===== config.mk =====
export PLATFORM = sky130hd
export DESIGN_NAME = opb_cmd_engine
export DESIGN_NICKNAME = d
export VERILOG_FILES = /design/src/rtl/opb_cmd_engine.sv
export SDC_FILE = /design/constraint.sdc
export NUM_CORES = 1
export LEC_CHECK = 0
export ABC_AREA = 1
export BUFFER_PORTS_ARGS = -buffer_cell sky130_fd_sc_hd__buf_2
export CELL_PAD_IN_SITES_DETAIL_PLACEMENT = 1
export CELL_PAD_IN_SITES_GLOBAL_PLACEMENT = 1
export CORE_UTILIZATION = 42
export CTS_CLUSTER_DIAMETER = 100
export DETAILED_ROUTE_END_ITERATION = 8
export GPL_ROUTABILITY_DRIVEN = 1
export PLACE_DENSITY_LB_ADDON = 0.1
export SYNTH_ARGS = -nofsm -noshare
export SYNTH_HDL_FRONTEND = slang
export SYNTH_SLANG_ARGS = --single-unit

===== constraint.sdc =====
create_clock -name SYS_CLK -period 2.2 [get_ports SYS_CLK]
set_clock_uncertainty 0.1 [all_clocks]
set_input_delay 0.22 -clock SYS_CLK [delete_from_list [all_inputs] [get_ports SYS_CLK]]
set_output_delay 0.22 -clock SYS_CLK [all_outputs]
set_load 0.05 [all_outputs]

===== src/rtl/opb_cmd_engine.sv =====
// Byte-stream command engine: turns framed read/write commands from the RX FIFO into
// OPB single or burst accesses, and returns read data or a status byte on the TX FIFO.
module opb_cmd_engine #(
    parameter int ADDR_W      = 32,
    parameter int DATA_W      = 32,
    parameter int MAX_BURST   = 16,
    parameter int ADDR_STEP   = DATA_W / 8,
    parameter int RD_LAT      = 1,
    parameter int TIMEOUT_CYC = 100000
) (
    input  logic              SYS_CLK,
    input  logic              SYS_RST_N,
    output logic              RX_FIFO_RD,
    input  logic [7:0]        RX_FIFO_DATA,
    input  logic              RX_FIFO_EMPTY,
    output logic              TX_FIFO_WR,
    output logic [7:0]        TX_FIFO_DATA,
    input  logic              TX_FIFO_FULL,
    output logic              OPB_CLK,
    output logic              OPB_RST,
    output logic [ADDR_W-1:0] OPB_ADDR,
    output logic [DATA_W-1:0] OPB_DO,
    input  logic [DATA_W-1:0] OPB_DI,
    output logic              OPB_WE,
    output logic              OPB_RE,
    output logic              BUSY,
    output logic [7:0]        ERR_CNT
);

    localparam int TO_W = $clog2(TIMEOUT_CYC + 1);
    localparam logic [2:0]        A_LAST  = 3'(ADDR_W / 8 - 1);
    localparam logic [2:0]        D_LAST  = 3'(DATA_W / 8 - 1);
    localparam logic [6:0]        MAX_N   = 7'(MAX_BURST);
    localparam logic [2:0]        LAT_N   = 3'(RD_LAT);
    localparam logic [TO_W-1:0]   TO_LAST = TO_W'(TIMEOUT_CYC - 1);
    localparam logic [TO_W-1:0]   TO_ONE  = TO_W'(1);
    localparam logic [ADDR_W-1:0] STEP    = ADDR_W'(ADDR_STEP);

    typedef enum logic [3:0] {
        S_IDLE, S_ADDR, S_WDATA, S_WR_BUS, S_RD_BUS, S_RD_WAIT, S_TX_DATA, S_STAT, S_ERR
    } state_t;

    state_t            state_q, state_d;
    logic              run_q, run_d;
    logic              wr_q, wr_d;
    logic              fix_q, fix_d;
    logic [6:0]        cnt_q, cnt_d;
    logic [ADDR_W-1:0] addr_q, addr_d;
    logic [DATA_W-1:0] data_q, data_d;
    logic [2:0]        byte_q, byte_d;
    logic [2:0]        lat_q, lat_d;
    logic [TO_W-1:0]   to_q, to_d;
    logic [7:0]        err_q, err_d;
    logic              we_q, we_d;
    logic              re_q, re_d;
    logic [ADDR_W-1:0] oaddr_q, oaddr_d;
    logic [DATA_W-1:0] odo_q, odo_d;

    logic              rx_rd, tx_wr;
    logic [7:0]        tx_byte;
    logic [6:0]        n_cmd;
    logic [ADDR_W-1:0] addr_shift, addr_next;
    logic [DATA_W-1:0] data_shift;

    function automatic logic [7:0] sat_inc(input logic [7:0] v);
        return (v == 8'hFF) ? v : v + 8'd1;
    endfunction

    assign n_cmd      = {1'b0, RX_FIFO_DATA[5:0]} + 7'd1;
    assign addr_shift = ADDR_W'({addr_q, RX_FIFO_DATA});
    assign data_shift = DATA_W'({data_q, RX_FIFO_DATA});
    assign addr_next  = fix_q ? addr_q : addr_q + STEP;

    always_comb begin
        state_d = state_q;
        run_d   = 1'b1;
        wr_d    = wr_q;
        fix_d   = fix_q;
        cnt_d   = cnt_q;
        addr_d  = addr_q;
        data_d  = data_q;
        byte_d  = byte_q;
        lat_d   = lat_q;
        to_d    = to_q;
        err_d   = err_q;
        we_d    = 1'b0;
        re_d    = 1'b0;
        oaddr_d = oaddr_q;
        odo_d   = odo_q;
        rx_rd   = 1'b0;
        tx_wr   = 1'b0;
        tx_byte = 8'h00;
        unique case (state_q)
            S_IDLE: begin
                byte_d = '0;
                to_d   = '0;
                // run_q keeps the pop strobe low in the first cycle out of reset
                if (run_q && !RX_FIFO_EMPTY) begin
                    rx_rd = 1'b1;
                    if (n_cmd > MAX_N) begin
                        state_d = S_ERR;
                    end else begin
                        wr_d    = RX_FIFO_DATA[7];
                        fix_d   = RX_FIFO_DATA[6];
                        cnt_d   = n_cmd;
                        state_d = S_ADDR;
                    end
                end
            end
            S_ADDR: begin
                if (!RX_FIFO_EMPTY) begin
                    rx_rd  = 1'b1;
                    to_d   = '0;
                    addr_d = addr_shift;
                    if (byte_q == A_LAST) begin
                        byte_d = '0;
                        if (wr_q) begin
                            state_d = S_WDATA;
                        end else begin
                            state_d = S_RD_BUS;
                            re_d    = 1'b1;
                            oaddr_d = addr_shift;
                        end
                    end else begin
                        byte_d = byte_q + 3'd1;
                    end
                end else if (to_q == TO_LAST) begin
                    state_d = S_ERR;
                end else begin
                    to_d = to_q + TO_ONE;
                end
            end
            S_WDATA: begin
                if (!RX_FIFO_EMPTY) begin
                    rx_rd  = 1'b1;
                    to_d   = '0;
                    data_d = data_shift;
                    if (byte_q == D_LAST) begin
                        byte_d  = '0;
                        state_d = S_WR_BUS;
                        we_d    = 1'b1;
                        oaddr_d = addr_q;
                        odo_d   = data_shift;
                    end else begin
                        byte_d = byte_q + 3'd1;
                    end
                end else if (to_q == TO_LAST) begin
                    // an unfinished word is dropped without touching the bus
                    state_d = S_ERR;
                end else begin
                    to_d = to_q + TO_ONE;
                end
            end
            S_WR_BUS: begin
                to_d    = '0;
                cnt_d   = cnt_q - 7'd1;
                addr_d  = addr_next;
                state_d = (cnt_q == 7'd1) ? S_STAT : S_WDATA;
            end
            S_RD_BUS: begin
                lat_d   = 3'd1;
                state_d = S_RD_WAIT;
            end
            S_RD_WAIT: begin
                if (lat_q == LAT_N) begin
                    data_d  = OPB_DI;
                    byte_d  = '0;
                    state_d = S_TX_DATA;
                end else begin
                    lat_d = lat_q + 3'd1;
                end
            end
            S_TX_DATA: begin
                tx_byte = data_q[DATA_W-1 -: 8];
                if (!TX_FIFO_FULL) begin
                    tx_wr  = 1'b1;
                    data_d = DATA_W'({data_q, 8'h00});
                    if (byte_q == D_LAST) begin
                        byte_d = '0;
                        cnt_d  = cnt_q - 7'd1;
                        addr_d = addr_next;
                        if (cnt_q == 7'd1) begin
                            state_d = S_IDLE;
                        end else begin
                            state_d = S_RD_BUS;
                            re_d    = 1'b1;
                            oaddr_d = addr_next;
                        end
                    end else begin
                        byte_d = byte_q + 3'd1;
                    end
                end
            end
            S_STAT: begin
                tx_byte = 8'hA5;
                if (!TX_FIFO_FULL) begin
                    tx_wr   = 1'b1;
                    state_d = S_IDLE;
                end
            end
            S_ERR: begin
                tx_byte = 8'hEE;
                if (!TX_FIFO_FULL) begin
                    tx_wr   = 1'b1;
                    err_d   = sat_inc(err_q);
                    state_d = S_IDLE;
                end
            end
            default: state_d = S_IDLE;
        endcase
    end

    always_ff @(posedge SYS_CLK or negedge SYS_RST_N) begin
        if (!SYS_RST_N) begin
            state_q <= S_IDLE;
            run_q   <= 1'b0;
            wr_q    <= 1'b0;
            fix_q   <= 1'b0;
            cnt_q   <= '0;
            addr_q  <= '0;
            data_q  <= '0;
            byte_q  <= '0;
            lat_q   <= '0;
            to_q    <= '0;
            err_q   <= '0;
            we_q    <= 1'b0;
            re_q    <= 1'b0;
            oaddr_q <= '0;
            odo_q   <= '0;
        end else begin
            state_q <= state_d;
            run_q   <= run_d;
            wr_q    <= wr_d;
            fix_q   <= fix_d;
            cnt_q   <= cnt_d;
            addr_q  <= addr_d;
            data_q  <= data_d;
            byte_q  <= byte_d;
            lat_q   <= lat_d;
            to_q    <= to_d;
            err_q   <= err_d;
            we_q    <= we_d;
            re_q    <= re_d;
            oaddr_q <= oaddr_d;
            odo_q   <= odo_d;
        end
    end

    assign RX_FIFO_RD   = rx_rd;
    assign TX_FIFO_WR   = tx_wr;
    assign TX_FIFO_DATA = tx_byte;
    assign OPB_CLK      = SYS_CLK;
    assign OPB_RST      = ~SYS_RST_N;
    assign OPB_ADDR     = oaddr_q;
    assign OPB_DO       = odo_q;
    assign OPB_WE       = we_q;
    assign OPB_RE       = re_q;
    assign BUSY         = (state_q != S_IDLE);
    assign ERR_CNT      = err_q;

endmodule


==> summary.md <==
| Metric | Value |
|---|---|
| RR Startpoint | `state_q[3]` |
| Max cap viols | `0` |
| Fill cells | `2906` |
| N_diodes | `0` |
| WL final | `36.0 mm` |
| Final RePlAce weighted congestion | `0.919` |
| Starting DRC count in detailed routing | `740` |
| Port buffer count | `130` |
| Violated checks | `negative setup slack` |
| Final Max Tran Viols | `0` |
| Hold Path Depth | `5` |
| Setup CP Type | `flop to flop` |
| Peak VDD IR | `0.992 mV` |
| Syn Nets | `1416` |
| I/O pin total | `131` |
| CP required | `2.53 ns` |
| Via count | `10300` |
| Critical path's largest stage delay | `0.43 ns` |
| Register area | `0.00438 mm²` |
| FP Rows | `55` |
| GRT Resource Usage Total | `0.297` |
| Critical Path Source Type | `flop` |
| Synth warnings | `0` |
| Leakage | `6.11 nW` |
| Layout net count | `1610` |
| Met1 wire length | `15.9 mm` |
| Met3 wire len | `1.34 mm` |
| Drt wl/cell | `19.4 µm` |
| Die area | `0.0239 mm²` |
| Vias in the first global route | `10800` |
| Global-route wire length before repair | `56.1 mm` |
| CP cell instances | `buf_4, nor2_2, buf_4, nand2_1, nor3_2, inv_4, buf_12, o21ai_0` |
| Total power | `0.0191 W` |
| Worst Reg-to-Reg Cells | `8` |
| Worst Hold Launch | `RX_FIFO_DATA[2]` |
| Final antenna-violating net count | `0` |
| Area delta synth->final | `27.3%` |
| RSZ-0062 raised after global routing | `yes` |
| Final setup margin | `-0.0734 ns` |
| Total grt overflow | `0` |
| Final min period | `2.27 ns` |
| Cell variety after synth | `37` |
| Status | `finished, violations left` |
| Fmax | `440 MHz` |
| Design area | `0.0124 mm²` |
| Fin crit share | `1.03` |
| Hold endpoint | `cnt_q[2]` |
| Die width | `155 µm` |
| Most frequent cells in the layout | `nand2_1, dfrtp_1, o21ai_0` |
| Routed length on met2 | `17.8 mm` |
| Final core utilization | `0.548` |
| Cell Pwr Density | `1540 mW/mm²` |
| Post-DP HPWL | `22.8 mm` |
| Crit path max fanout | `44` |
| Slowest CP cell | `dfrtp_2` |
| Layout cells sized above 1 | `0.171` |
| Drt pass-1 iters | `5` |
| # DRC | `0` |
| CP endpoint kind | `flop` |
| Reg2reg setup slack | `-0.07 ns` |
| Core Area | `0.0227 mm²` |
| Top routing layer in use | `met4` |
| Arrival time worst endpoint | `2.60 ns` |
| Placed inst area | `0.0110 mm²` |
| Top cell by count, worst path | `buf_4` |
| Initial core utilization | `0.430` |
| Hold Vio Cnt, Final | `0` |
| Slew margin rel. | `0.640` |
| R2R Path End | `OPB_DO[15]` |
| Die Ht | `155 µm` |
| CTS tree | `done` |
| Commonest non-fill, non-tap cell in the layout | `nand2_1` |
| Detailed-route vias per instance | `5.57` |
| Pin slew with the least headroom to its limit | `0.540 ns` |
| Sequential cell area fraction in the yosys report | `0.448` |
| Synthesized cell area | `0.00978 mm²` |
| Hold Path Class | `primary input to flop` |
| Initial antenna violation count | `0` |
| Synth Register Bits | `175` |
| Synthesized instance count | `1362` |
| Clock transition at path regs | `0.08 ns` |
| Area of the multi-input gates | `0.00478 mm²` |
| Mapped Avg Cell Area | `7.18 µm²` |
| Final setup fails | `3` |
| Clock Latency Late Sink | `0.55 ns` |
| Largest net degree at the start of global routing | `89` |
-- flip-flops by register name, summed over array words and instances, names as in the netlist --
name and cells:
ERR_CNT 8, run_q 1, OPB_WE 1, state_q 4
cnt_q 7, addr_q 32, fix_q 1, byte_q 3
data_q 32, lat_q 3, to_q 17, OPB_DO 32
OPB_RE 1, OPB_ADDR 32, wr_q 1
-- report_power, final --
part           switching, W  internal (W)  leakage (nW)
Sequential          0.00102       0.00452          2.20
Clock               0.00161       0.00176         0.320
Combinational       0.00733       0.00287          3.59
Total               0.00996       0.00915          6.11
-- cells in the mapped netlist (all sizes together) --
master,count,share of area
dfrtp,175,0.45
a21oi,42,0.022
clkinv,1,0.00038
nand2,410,0.16
a211oi,1,0.0013
o2bb2ai,1,0.00090
nand3b,1,0.00077
nand4,25,0.016
inv,147,0.056
nand3,81,0.042
o21ai,163,0.083
clkbuf,33,0.013
a22oi,1,0.00077
o22ai,28,0.018
a31oi,3,0.0019
nor3,7,0.0036
o21a,1,0.00077
o31ai,1,0.00077
and2,2,0.0013
conb,1,0.00038
ha,10,0.013
nor2,152,0.060
xor2,15,0.013
o211ai,34,0.026
or2,1,0.00064
buf,18,0.010
o221ai,1,0.00090
o21bai,2,0.0015
xnor2,5,0.0045
-- routing by layer --
layer,GRT usage,up-vias
li1,-,4824
met1,0.384,5159
met2,0.511,265
met3,0.0389,72
met4,0.105,0
met5,0,-
-- per-stage QoR --
| step | hold slack [ns] | setup slack (ns) | setup TNS (ns) | std cells |
|---|---|---|---|---|
| 5_1_grt | 0.0539 | -0.158 | -2.11 | 1854 |
| 2_1_floorplan | -0.176 | -0.163 | -1.14 | 1362 |
| 4_1_cts | 0.0174 | -0.000541 | -0.000541 | 1849 |
| 3_3_place_gp | 0.208 | 0.0691 | 0 | 1769 |
| 6_report | 0.0424 | -0.0734 | -0.122 | 1854 |
| 3_5_place_dp | 0.208 | -0.0231 | -0.102 | 1769 |
-- worst max-delay path, delay by kind of cell, from the launching register on --
family / cells / cell delay, ns
buf+inv: 4 / 0.72
simple gates: 3 / 0.56
flops: 1 / 0.43
compound gates: 1 / 0.32
-- worst max-delay path by stage --
stage               start  cells past startpoint              end
2_1_floorplan  state_q[3]                      6  TX_FIFO_DATA[0]
3_3_place_gp   state_q[1]                     10       data_q[27]
3_5_place_dp   state_q[0]                     11     OPB_ADDR[30]
4_1_cts        state_q[3]                      7  TX_FIFO_DATA[2]
5_1_grt        state_q[3]                      8       OPB_DO[15]
6_report       state_q[3]                      8       OPB_DO[15]
-- timing repair --
action                     4_1_cts  5_1_grt
setup endpoints to repair       29      104
resized for setup               35       55
pin swaps                        1        3
gates cloned                     0        3
hold buffers                    40        0
setup buffers                    5        2
hold endpoints to repair       218        0
-- area by class of cell --
| cell class | count | share of cell area |
|---|---|---|
| well taps | 285 | 0.0286 |
| repair buffers | 222 | 0.137 |
| clock inverters | 14 | 0.0116 |
| clock buffers | 22 | 0.0409 |
| multi-input cells | 988 | 0.384 |
| flip-flops and latches | 175 | 0.352 |
| inverters | 148 | 0.0460 |
-- cell families after synthesis --
family                   after synthesis  share of synthesized area
AO/OA/AOI/OAI                        278                      0.158
XOR/XNOR                              20                     0.0179
adder cells (fa/ha/maj)               10                     0.0128
buffers and inverters                199                     0.0797
flip-flops                           175                      0.448
other                                  1                   0.000384
AND/OR/NAND/NOR                      679                      0.283
Note: power is estimated with default switching activity, not from simulation.
